## config.mk

```make
export PLATFORM = sky130hd
export DESIGN_NAME = fpu_divider
export DESIGN_NICKNAME = d
export VERILOG_FILES = /design/src/rtl/fpu_pkg.sv /design/src/rtl/fp_classify.sv /design/src/rtl/fpu_divider.sv
export SDC_FILE = /design/constraint.sdc
export NUM_CORES = 1
export LEC_CHECK = 0
export CORE_ASPECT_RATIO = 0.9
export CORE_MARGIN = 2
export CORE_UTILIZATION = 50
export DETAILED_ROUTE_END_ITERATION = 12
export GPL_ROUTABILITY_DRIVEN = 0
export PLACE_DENSITY = 0.79
export SLEW_MARGIN = 10
export SYNTH_ARGS = -nofsm -noshare
export SYNTH_HDL_FRONTEND = slang
export SYNTH_SLANG_ARGS = --single-unit
```

## constraint.sdc

```tcl
create_clock -name clk -period 5.7 [get_ports clk]
set_input_delay 1.14 -clock clk [delete_from_list [all_inputs] [get_ports clk]]
set_output_delay 1.14 -clock clk [all_outputs]
set_load 0.005 [all_outputs]
```

## src/rtl/fpu_pkg.sv

```systemverilog
// Shared FP32 definitions for the divider and multiplier: encodings, field
// widths, operand layout and the divider sequencer states.
package fpu_pkg;

  localparam int EXP_W  = 8;
  localparam int FRAC_W = 23;
  localparam int BIAS   = 127;

  localparam logic [31:0] QNAN     = 32'h7FC00000;
  localparam logic [31:0] QNAN_NEG = 32'hFFC00000;

  typedef struct packed {
    logic              sign;
    logic [EXP_W-1:0]  exp;
    logic [FRAC_W-1:0] frac;
  } fp32_t;

  typedef enum logic [2:0] {
    S_IDLE,
    S_PREP,
    S_DIVIDE,
    S_ROUND,
    S_DONE
  } div_state_t;

endpackage

```

## src/rtl/fp_classify.sv

```systemverilog
// Combinational FP32 operand classifier; denormals report as zero (DAZ).
module fp_classify
  import fpu_pkg::*;
(
  input  logic [31:0] x,
  output logic        is_nan,
  output logic        is_inf,
  output logic        is_zero
);

  fp32_t f;
  logic  unused_sign;

  assign f           = x;
  assign unused_sign = f.sign;
  assign is_nan      = (&f.exp) & (|f.frac);
  assign is_inf      = (&f.exp) & ~(|f.frac);
  assign is_zero     = ~(|f.exp);

endmodule

```

## src/rtl/fpu_divider.sv

```systemverilog
// Multi-cycle FP32 divider: radix-2 restoring mantissa division, one quotient
// bit per cycle, round-to-nearest-even, DAZ inputs and FTZ results.
module fpu_divider #(
  parameter int EXP_W  = 8,
  parameter int FRAC_W = 23
) (
  input  logic        clk,
  input  logic        rst,
  input  logic        start,
  input  logic [31:0] a,
  input  logic [31:0] b,
  output logic        busy,
  output logic [31:0] op,
  output logic        finish
);
  import fpu_pkg::*;

  localparam int MANT_W = FRAC_W + 1;
  localparam int REM_W  = FRAC_W + 2;
  localparam int ITERS  = FRAC_W + 2;
  localparam int E_W    = EXP_W + 2;
  localparam int CNT_W  = $clog2(ITERS);
  localparam logic signed [E_W-1:0] E_ONE  = E_W'(1);
  localparam logic signed [E_W-1:0] E_ZERO = E_W'(0);
  localparam logic signed [E_W-1:0] E_BIAS = E_W'(BIAS);
  localparam logic signed [E_W-1:0] E_MAX  = E_W'((1 << EXP_W) - 1);

  div_state_t              state;
  fp32_t                   a_r, b_r;
  logic [MANT_W-1:0]       mb;
  logic [REM_W-1:0]        rem;
  logic [FRAC_W:0]         q;
  logic signed [E_W-1:0]   e;
  logic [CNT_W-1:0]        cnt;
  logic                    sign;

  logic                    a_nan, a_inf, a_zero;
  logic                    b_nan, b_inf, b_zero;
  logic                    s_w, ge;
  logic [MANT_W-1:0]       ma_w, mb_w, diff;
  logic signed [E_W-1:0]   e_w;

  fp_classify u_cls_a (.x(a_r), .is_nan(a_nan), .is_inf(a_inf), .is_zero(a_zero));
  fp_classify u_cls_b (.x(b_r), .is_nan(b_nan), .is_inf(b_inf), .is_zero(b_zero));

  assign s_w  = a_r.sign ^ b_r.sign;
  assign ma_w = {1'b1, a_r.frac};
  assign mb_w = {1'b1, b_r.frac};
  assign e_w  = E_W'(a_r.exp) - E_W'(b_r.exp) + E_BIAS;
  assign ge   = ({1'b0, mb} <= rem);
  // When rem >= mb the difference is below mb, so the low bits carry it exactly.
  assign diff = rem[REM_W-2:0] - mb;

  // q holds fraction + guard; the leading quotient bit is always 1 and drops off.
  function automatic logic [31:0] round_pack(input logic                  s,
                                             input logic signed [E_W-1:0] e_in,
                                             input logic [FRAC_W:0]       qv,
                                             input logic                  sticky);
    logic [FRAC_W:0]       fr;
    logic signed [E_W-1:0] ex;
    logic                  up;
    up = qv[0] & (sticky | qv[1]);
    fr = {1'b0, qv[FRAC_W:1]} + {{FRAC_W{1'b0}}, up};
    ex = e_in;
    if (fr[FRAC_W]) ex = ex + E_ONE;
    if (ex >= E_MAX)       round_pack = {s, {EXP_W{1'b1}}, {FRAC_W{1'b0}}};
    else if (ex <= E_ZERO) round_pack = {s, {(EXP_W+FRAC_W){1'b0}}};
    else                   round_pack = {s, ex[EXP_W-1:0], fr[FRAC_W-1:0]};
  endfunction

  always_ff @(posedge clk) begin
    if (rst) begin
      state  <= S_IDLE;
      busy   <= 1'b0;
      finish <= 1'b0;
      op     <= '0;
      a_r    <= '0;
      b_r    <= '0;
      mb     <= '0;
      rem    <= '0;
      q      <= '0;
      e      <= '0;
      cnt    <= '0;
      sign   <= 1'b0;
    end else begin
      case (state)
        S_IDLE: begin
          if (start) begin
            a_r   <= a;
            b_r   <= b;
            busy  <= 1'b1;
            state <= S_PREP;
          end
        end
        S_PREP: begin
          sign <= s_w;
          if (a_nan | b_nan) begin
            op <= QNAN;
            finish <= 1'b1;
            state  <= S_DONE;
          end else if ((a_inf & b_inf) | (a_zero & b_zero)) begin
            op <= QNAN_NEG;
            finish <= 1'b1;
            state  <= S_DONE;
          end else if (a_inf | b_zero) begin
            op <= {s_w, {EXP_W{1'b1}}, {FRAC_W{1'b0}}};
            finish <= 1'b1;
            state  <= S_DONE;
          end else if (a_zero | b_inf) begin
            op <= {s_w, {(EXP_W+FRAC_W){1'b0}}};
            finish <= 1'b1;
            state  <= S_DONE;
          end else begin
            // Pre-normalise so the quotient lands in [1,2).
            mb    <= mb_w;
            q     <= '0;
            cnt   <= '0;
            state <= S_DIVIDE;
            if (ma_w < mb_w) begin
              rem <= {ma_w, 1'b0};
              e   <= e_w - E_ONE;
            end else begin
              rem <= {1'b0, ma_w};
              e   <= e_w;
            end
          end
        end
        S_DIVIDE: begin
          q   <= {q[FRAC_W-1:0], ge};
          rem <= ge ? {diff, 1'b0} : {rem[REM_W-2:0], 1'b0};
          if (cnt == CNT_W'(ITERS - 1)) state <= S_ROUND;
          else                          cnt   <= cnt + CNT_W'(1);
        end
        S_ROUND: begin
          op     <= round_pack(sign, e, q, |rem);
          finish <= 1'b1;
          state  <= S_DONE;
        end
        S_DONE: begin
          finish <= 1'b0;
          busy   <= 1'b0;
          state  <= S_IDLE;
        end
        default: state <= S_IDLE;
      endcase
    end
  end

endmodule

```

# After elaboration in Yosys (flattened, before gate mapping)
# Cells that the tools add are included.
[word_totals] inputBits=67 word_cells=124 register_bits=190
[classes] addsub=7 order_cmp=4 eq_ne=13 bitwise_logic=21 muxes=43 n_reduce_logical=20
[op_table] operator="25-bit two-way mux" n=6
[op_table] operator="32-bit two-way mux" n=4
[op_table] operator="24-bit two-way mux" n=4
[op_table] operator="32-bit case mux with 2 select lines" n=1
[op_table] operator="31-bit two-way mux" n=2
[op_table] operator="25-bit case mux with 2 select lines" n=1
[op_table] operator="24-bit case mux with 2 select lines" n=1
[op_table] operator="23-bit OR reduction" n=2
[op_table] operator="10-bit two-way mux" n=4
[op_table] operator="24-bit by 25-bit less-or-equal comparator with 1-bit output" n=1
[op_table] operator="5-bit two-way mux" n=5
[op_table] operator="25-bit OR reduction" n=1
[op_table] operator="23-bit by 1-bit adder with 24-bit output" n=1
[op_table] operator="24-bit less-than comparator" n=1
[op_table] operator="24-bit subtractor" n=1
[op_table] operator="3-bit two-way mux" n=6
[op_table] operator="8-bit AND reduction" n=2
[op_table] operator="8-bit OR reduction" n=2
[op_table] operator="2-bit != test (second input constant)" n=7
[op_table] operator="3-bit case mux with 4 select lines" n=1
[op_table] operator="10-bit by 2-bit adder with 10-bit output (second input constant)" n=1
[op_table] operator="9-bit by 8-bit adder with 10-bit output (second input constant)" n=1
[op_table] operator="10-bit by 9-bit greater-or-equal comparator with 1-bit output (second input constant)" n=1
[op_table] operator="10-bit by 1-bit less-or-equal comparator with 1-bit output (second input constant)" n=1
[op_table] operator="22 further kinds" n=51

# Logic depth before layout (Yosys ltp)
# Gate-level depths: netlist of the first run.
[depth] word_depth=11 mapped_depth=12 depth_no_buf=12

# Hierarchy
# A second synthesis of the first run with hierarchy kept.
[hier_totals] hier_cells=1517 hier_area_um2=11586.1
[by_module_without_submodules] mod="fpu_divider" area_each_um2=11383.4 seq_area_each_um2=3803.6 n_inst=1 cells_per_inst=1485
[by_module_without_submodules] mod="fp_classify" area_each_um2=101.3 seq_area_each_um2=0.0 n_inst=2 cells_per_inst=16

# Least setup slack after synthesis of the first run
# OpenSTA, ideal clock, no wires.
[synth_timing] path_kind="reg-to-reg" startpoint="register mb[1]" endpoint="register rem[24]" setup_ns=0.114 period_less_slack_ns=2.837 required_time_ns=5.586 setup_slack_ns=2.863 arrival_time_ns=2.723 path_stages_with_launch=11 cell_sequence="dfxtp_1 -> inv_1 -> ha_1 -> nor2b_1 -> o31a_1 -> o41a_1 -> o211ai_1 -> a211oi_1 -> a2111oi_0 -> xor2_1 -> a2111oi_0"
[synth_between] elab_chain_cells=3 word_cells_on_any_way=4 cone_classes="add/sub (1); order compare (1); mux (2)"
[synth_rtl] item="from (decl)" line="fpu_divider.sv:30" source="logic [MANT_W-1:0] mb;"
[synth_rtl] item="from (signal assigned)" line="fpu_divider.sv:115" source="mb <= mb_w;"
[synth_rtl] item="24-bit subtractor / 24-bit by 25-bit less-or-equal comparator with 1-bit output (equally long branches)" line="fpu_divider.sv:52, fpu_divider.sv:50"
[synth_rtl] item="25-bit two-way mux *" line="fpu_divider.sv:130" source="rem <= ge ? {diff, 1'b0} : {rem[REM_W-2:0], 1'b0};"
[synth_rtl] item="25-bit case mux with 2 select lines *" line="fpu_divider.sv:86" source="case (state)"
[synth_rtl] item="to (signal assigned)" line="fpu_divider.sv:120" source="rem <= {ma_w, 1'b0};"
[synth_rtl] item="to (signal assigned)" line="fpu_divider.sv:123" source="rem <= {1'b0, ma_w};"
[synth_rtl] item="to (signal assigned)" line="fpu_divider.sv:130"
[synth_rtl] item="to (decl)" line="fpu_divider.sv:31" source="logic [REM_W-1:0] rem;"
# Every way passes the cells marked *; elsewhere a longest branch is shown, timed or not.
# A chain may end at the register's enable or synchronous reset.

# Worst setup path after layout of the first run
[layout_timing] startpoint="register mb[12]" endpoint="register rem[12]"
[layout_between] elab_chain_cells=3
[layout_rtl] item="24-bit by 25-bit less-or-equal comparator with 1-bit output" line="fpu_divider.sv:50" source="assign ge = ({1'b0, mb} <= rem);"
[layout_rtl] item="25-bit two-way mux" line="fpu_divider.sv:130"
[layout_rtl] item="25-bit case mux with 2 select lines" line="fpu_divider.sv:86"
# No other way between the ends.

==> results of run 1 <==
-- worst max-delay path: cells and delay by family (launching register included) --
| kind | cells | cell delay [ps] |
|---|---|---|
| adder cells (fa/ha/maj) | 1 | 400 |
| flip-flops | 1 | 370 |
| AO/OA/AOI/OAI | 5 | 1480 |
| buffers and inverters | 3 | 760 |
| AND/OR/NAND/NOR | 2 | 390 |
-- layout make-up --
class	instances	area [um2]	area share
flip-flops and latches	190	3804	0.2897
clock inverters	14	157.7	0.01201
clock buffers	18	439.2	0.03345
well taps	297	371.6	0.02830
repair buffers	108	1059	0.08062
multi-input cells	1125	6924	0.5273
inverters	100	375.4	0.02859
-- registers in the layout, indices dropped and copies added, names as in the netlist --
signal	cells
a_r	32
b_r	32
op	32
rem	25
mb	24
q	24
e	10
cnt	5
state	3
busy	1
finish	1
sign	1
-- where the power goes --
group	switching (mW)	total [mW]	internal, mW
Combinational	1.04	1.75	0.708
Sequential	0.134	1.56	1.42
Clock	0.614	1.22	0.604
Total	1.79	4.52	2.74
-- layer usage --
layer | vias up | global-route usage | wire length (um)
met5 | - | 0 | 0
met4 | 0 | 0.09115 | 854
met3 | 68 | 0.03760 | 1853
met2 | 395 | 0.4243 | 14140
met1 | 5054 | 0.3294 | 13380
li1 | 5299 | - | -
-- metrics by stage --
stage | cells | hold slack (ps)
finish | 1852 | 458.9
global route | 1852 | 472.4
CTS | 1852 | 458.5
detailed placement | 1820 | 441.1
global placement | 1820 | 432.4
floorplan | 1499 | 447.1
-- synthesized netlist by cell type (16+ instances only) --
library cell  number
a211oi_1          17
a21oi_1          173
clkbuf_1          78
dfxtp_1          190
ha_1              83
inv_1             99
mux2i_1           16
nand2_1          302
nand3_1           52
nand4_1           22
nor2_1            74
nor3_1            24
nor4_1            30
o21a_1            17
o21ai_0           49
o21ai_2           21
xnor2_1           25
xor2_1            33
-- worst min-delay path by stage --
stage	endpoint	cells after the start	slack, ps
5_1_grt	op[29]	1	470
3_5_place_dp	op[29]	1	440
6_report	op[29]	1	460
2_1_floorplan	mb[23]	2	450
3_3_place_gp	op[29]	1	430
4_1_cts	op[29]	1	460
-- kinds of logic after synthesis --
family | synth area share
fa+ha+maj | 0.09435
xor+xnor | 0.04444
compound gates | 0.2121
buf+inv | 0.06414
simple gates | 0.2323
mux | 0.01992
flops | 0.3327
==> out/metrics.csv, run 1 <==
metric,value,unit
Leakage,4.846,nW
CTS tree,yes,
FP Rows,52,
CTS resizes,0,
Area Growth Syn to Fin,14.86,%
CTS H-tree depth,4,
Reg2Reg Setup Slack,2130,ps
Skew-Pair Late Insertion Delay,450,ps
Critical Path Max Stage Delay,720,ps
"commonest non-fill, non-tap cell in the layout",nand2_1,
# DRC,0,
TritonCTS Buffers,17,
"Hold Vio Cnt, Final",0,
maxcap violations,0,
CP Cell Sequence,"inv_1, ha_1, nand2_1, o21ai_0, a221oi_1, or2_2, a41oi_2, buf_4, clkinv_1, a311oi_1, a311oi_1",
"area leader, netlist",dfxtp_1,
placed cell area,12530,um2
CP endpoint kind,flip-flop,
ant diodes,0,
WP data required,5980,ps
Post-synth EDFFs,0,
skew final,18.63,ps
Die W,163.4,um
# hold bufs at CTS,0,
pre-CTS setup slack,2229,ps
Initial Utilization,0.5093,
root buffer cell,clkbuf_16,
setup bufs post-CTS,0,
Tmin final,3566,ps
CTS sink cnt,190,
CP max FO,18,
global-route usage over all layers,0.2524,
CP startpoint kind,flip-flop,
drt first pass iters,6,
Worst R2R Start,mb[12],
final number of max-transition violations,0,
worst min-delay path class,reg -> reg,
height of the chip,147.4,um
Worst IR Drop VDD,0.1803,mV
first-pass GRT wire length,49.42,mm
final instance area,13130,um2
Hold Crit Start,op[29],
cell mode on critical path,a311oi_1,
via count,10820,
"Arr. time, crit path",3850,ps
Syn. warnings,0,
top post-synthesis cells by area,"dfxtp_1, nand2_1, ha_1, a21oi_1, inv_1",
post-synth cell types,78,
FF-to-FF path depth,11,
Slew headroom,0.2115,
vias in the first global route,10120,
Die ar.,24090,um2
final WL,30.23,mm
synthesized area,11430,um2
largest net degree at the start of global routing,93,
layout cells sized above 1,0.05723,
RSZ-0062 raised after global routing,false,
Critical Path End,rem[12],
Final setup viols,0,
most frequent cells in the layout,"nand2_1, dfxtp_1, a21oi_1",
WL/cell,16.32,um
CTS Buffer Depth,2,
Crit Path Category,reg -> reg,
CP Launch Point,mb[12],
PD cells,344.4,nW/um2
dpl hpwl,21.97,mm
post-synthesis sequential area ratio,0.3327,
"Async S/R FF share, synth",0,
Setup TNS,0,ps
antenna violations before repair,0,
status,finished clean,
Synth Flop Type,dfxtp_1,
Port Buffers,100,
Nets,1694,
Final Cycle Share,0.6256,
Final Core Density,0.5850,
grt total ovfl,0,
Worst-Margin Slew,1183,ps
Filler cells,2050,
fin worst setup slack,2134,ps
Synth top area share,0.3327,
I/O Pins,101,
RR Endpoint,rem[12],
initial drt markers,941,
mean post-synth cell area,7.626,um2
FMAX,0.2804,GHz
vias per cell,5.840,
total power,4.522,mW
Yosys reg bits,190,
clock slew at reported path FFs,80,ps
"Net Count, Synth",1651,
"Max stage delay cell, worst path",a41oi_2,
Post-Synthesis Cells,1499,
antenna-violating nets left,0,
Core Box Area,22450,um2
Power figures use the tool's default switching activity.
==> run 2, diff against run 1 <==
--- a/config.mk
+++ b/config.mk
@@ -10,7 +10,7 @@
 export CORE_UTILIZATION = 50
 export DETAILED_ROUTE_END_ITERATION = 12
 export GPL_ROUTABILITY_DRIVEN = 0
-export PLACE_DENSITY = 0.79
+export PLACE_DENSITY = 0.81
 export SLEW_MARGIN = 10
 export SYNTH_ARGS = -nofsm -noshare
 export SYNTH_HDL_FRONTEND = slang
==> constraint.sdc (replaced) <==
create_clock -name clk -period 3.1 [get_ports clk]
set_input_delay 0.62 -clock clk [delete_from_list [all_inputs] [get_ports clk]]
set_output_delay 0.62 -clock clk [all_outputs]
set_load 0.005 [all_outputs]
==> run 2 against run 1 <==
Compared with the run above:
- non-clock buffer count is 37 higher
- via count is 2.6% higher
- clock power is 80% higher
- sequential power is 83% higher
- largest power group unchanged
- highest routed layer unchanged
==> out/metrics.csv, run 2 (synthesized netlist as in run 1, its figures left out) <==
metric,value,unit,change
Die ar.,24090,um2,unchanged
ant diodes,0,,unchanged
CP Buf/Inv Count,1,,was 3
Slew headroom,0.2127,,was 0.2115
met2 Track Usage GR,0.4226,,was 0.4243
CP max FO,6,,was 18
most frequent cells in the layout,"nand2_1, dfxtp_1, a21oi_1",,unchanged
# DRC,0,,unchanged
CTS sink cnt,190,,unchanged
Worst-Margin Slew,1181,ps,was 1183 ps
hold_ws,454.4,ps,was 458.9 ps
Leakage,5.064,nW,was 4.846 nW
Final Cycle Share,0.9563,,was 0.6256
cell mode on critical path,a21oi_1,,was a311oi_1
CTS H-tree depth,4,,unchanged
fin worst setup slack,135.4,ps,was 2134 ps
grt met1 use,0.3373,,was 0.3294
final instance area,13530,um2,"was 13,130 um2"
height of the chip,147.4,um,unchanged
CP endpoint kind,flip-flop,,unchanged
status,finished clean,,unchanged
CTS Buffer Depth,2,,unchanged
layout cells sized above 1,0.08715,,was 0.05723
CP Launch Point,b_r[23],,was mb[12]
Top delay family on crit path,compound AO/OA/AOI/OAI gates,,unchanged
GR Util met3,0.04602,,was 0.03760
Final Core Density,0.6030,,was 0.5850
FF-to-FF path depth,11,,unchanged
"Hold Vio Cnt, Final",0,,unchanged
Largest regs,"a_r (32), b_r (32), op (32)",,unchanged
WL/cell,16.59,um,was 16.32 um
grt total ovfl,0,,unchanged
FP Rows,52,,unchanged
global-route usage over all layers,0.2592,,was 0.2524
Critical Path Max Stage Delay,480,ps,was 720 ps
total power,8.604,mW,was 4.522 mW
"commonest non-fill, non-tap cell in the layout",nand2_1,,unchanged
Worst IR Drop VDD,0.4153,mV,was 0.1803 mV
worst min-delay path class,reg -> reg,,unchanged
Core Box Area,22450,um2,unchanged
Port Buffers,100,,unchanged
Hold Crit Start,op[26],,was op[29]
placed cell area,12840,um2,"was 12,530 um2"
Initial Utilization,0.5093,,unchanged
CP Depth,11,,unchanged
vias per cell,5.866,,was 5.840
CP Cell Sequence,"ha_1, inv_1, fa_1, a21o_1, a21oi_1, o21bai_1, a21oi_1, xor2_1, and2_0, o2111ai_1, nor3b_1",,"was inv_1, ha_1, nand2_1, o21ai_0, a221oi_1, or2_2, a41oi_2, buf_4, clkinv_1, a311oi_1, a311oi_1"
RR Endpoint,e[8],,was rem[12]
FMAX,0.3373,GHz,was 0.2804 GHz
grt peak-use layer,met2,,unchanged
Skew-Pair Late Insertion Delay,450,ps,about the same
Critical Path End,e[8],,was rem[12]
final number of max-transition violations,0,,unchanged
I/O Pins,101,,unchanged
Tmin final,2965,ps,was 3566 ps
via count,11100,,"was 10,820"
antenna-violating nets left,0,,unchanged
final WL,31.38,mm,was 30.23 mm
Reg2Reg Setup Slack,140,ps,was 2130 ps
largest net degree at the start of global routing,144,,was 93
Nets,1734,,"was 1,694"
initial drt markers,1078,,was 941
vias in the first global route,10370,,"was 10,120"
Worst R2R Start,b_r[23],,was mb[12]
first-pass GRT wire length,50.63,mm,was 49.42 mm
PD cells,635.7,nW/um2,was 344.4 nW/um2
maxcap violations,0,,unchanged
root buffer cell,clkbuf_16,,unchanged
skew final,11.42,ps,was 18.63 ps
dpl hpwl,22.57,mm,was 21.97 mm
Final setup viols,0,,unchanged
CP startpoint kind,flip-flop,,unchanged
clock slew at reported path FFs,80,ps,about the same
WP data required,3420,ps,was 5980 ps
pre-CTS setup slack,39.46,ps,was 2229 ps
drt first pass iters,6,,unchanged
"Max stage delay cell, worst path",fa_1,,was a41oi_2
TritonCTS Buffers,17,,unchanged
antenna violations before repair,0,,unchanged
Area Growth Syn to Fin,18.40,%,was 14.86%
"Arr. time, crit path",3290,ps,was 3850 ps
Die W,163.4,um,unchanged
CTS tree,yes,,unchanged
Crit Path Category,reg -> reg,,unchanged
==> run 2: where the power goes <==
part / total (mW) / internal (mW) / switching (mW)
combinational: 3.56 / 1.49 / 2.07
sequential: 2.85 / 2.62 / 0.230
clock: 2.19 / 1.10 / 1.10
==> run 2: layer usage <==
layer / part of all wire / up-vias
met5: 0 / -
met4: 0.036 / 0
met3: 0.068 / 87
met2: 0.46 / 462
met1: 0.43 / 5151
li1: - / 5398
==> run 2: timing repair <==
item	4_1_cts	5_1_grt
buffers inserted	0	1
endpoints found under the setup margin	0	29
resized for setup	0	15
hold buffers	0	0
==> run 2: worst min-delay path by stage <==
stage,to,slack [ps],cells after the start
after floorplan,mb[23],450,2
after global placement,op[29],430,1
after detailed placement,op[13],440,2
after CTS,op[13],460,2
after global routing,op[29],470,1
final,op[26],450,2
==> run 2: final cells by class <==
cell class,instances,area [um2]
clock buffer,18,439.2
fill,1930,8912
tap,297,371.6
timing repair buffer,145,1374
sequential,190,3804
clock inverter,14,148.9
inverter,100,375.4
multi-input combinational,1128,7022
==> run 2: stage by stage <==
stage                     cells  TNS (ps)
after detailed placement   1856         0
final                      1892         0
after global routing       1892    -88.19
after CTS                  1888         0
after global placement     1856         0
after floorplan            1499         0
==> run 2: tightest hold or removal path: stages (launching register included) <==
cell,delay [ps]
dfxtp_1,330
nand2_1,40
o21ai_0,50
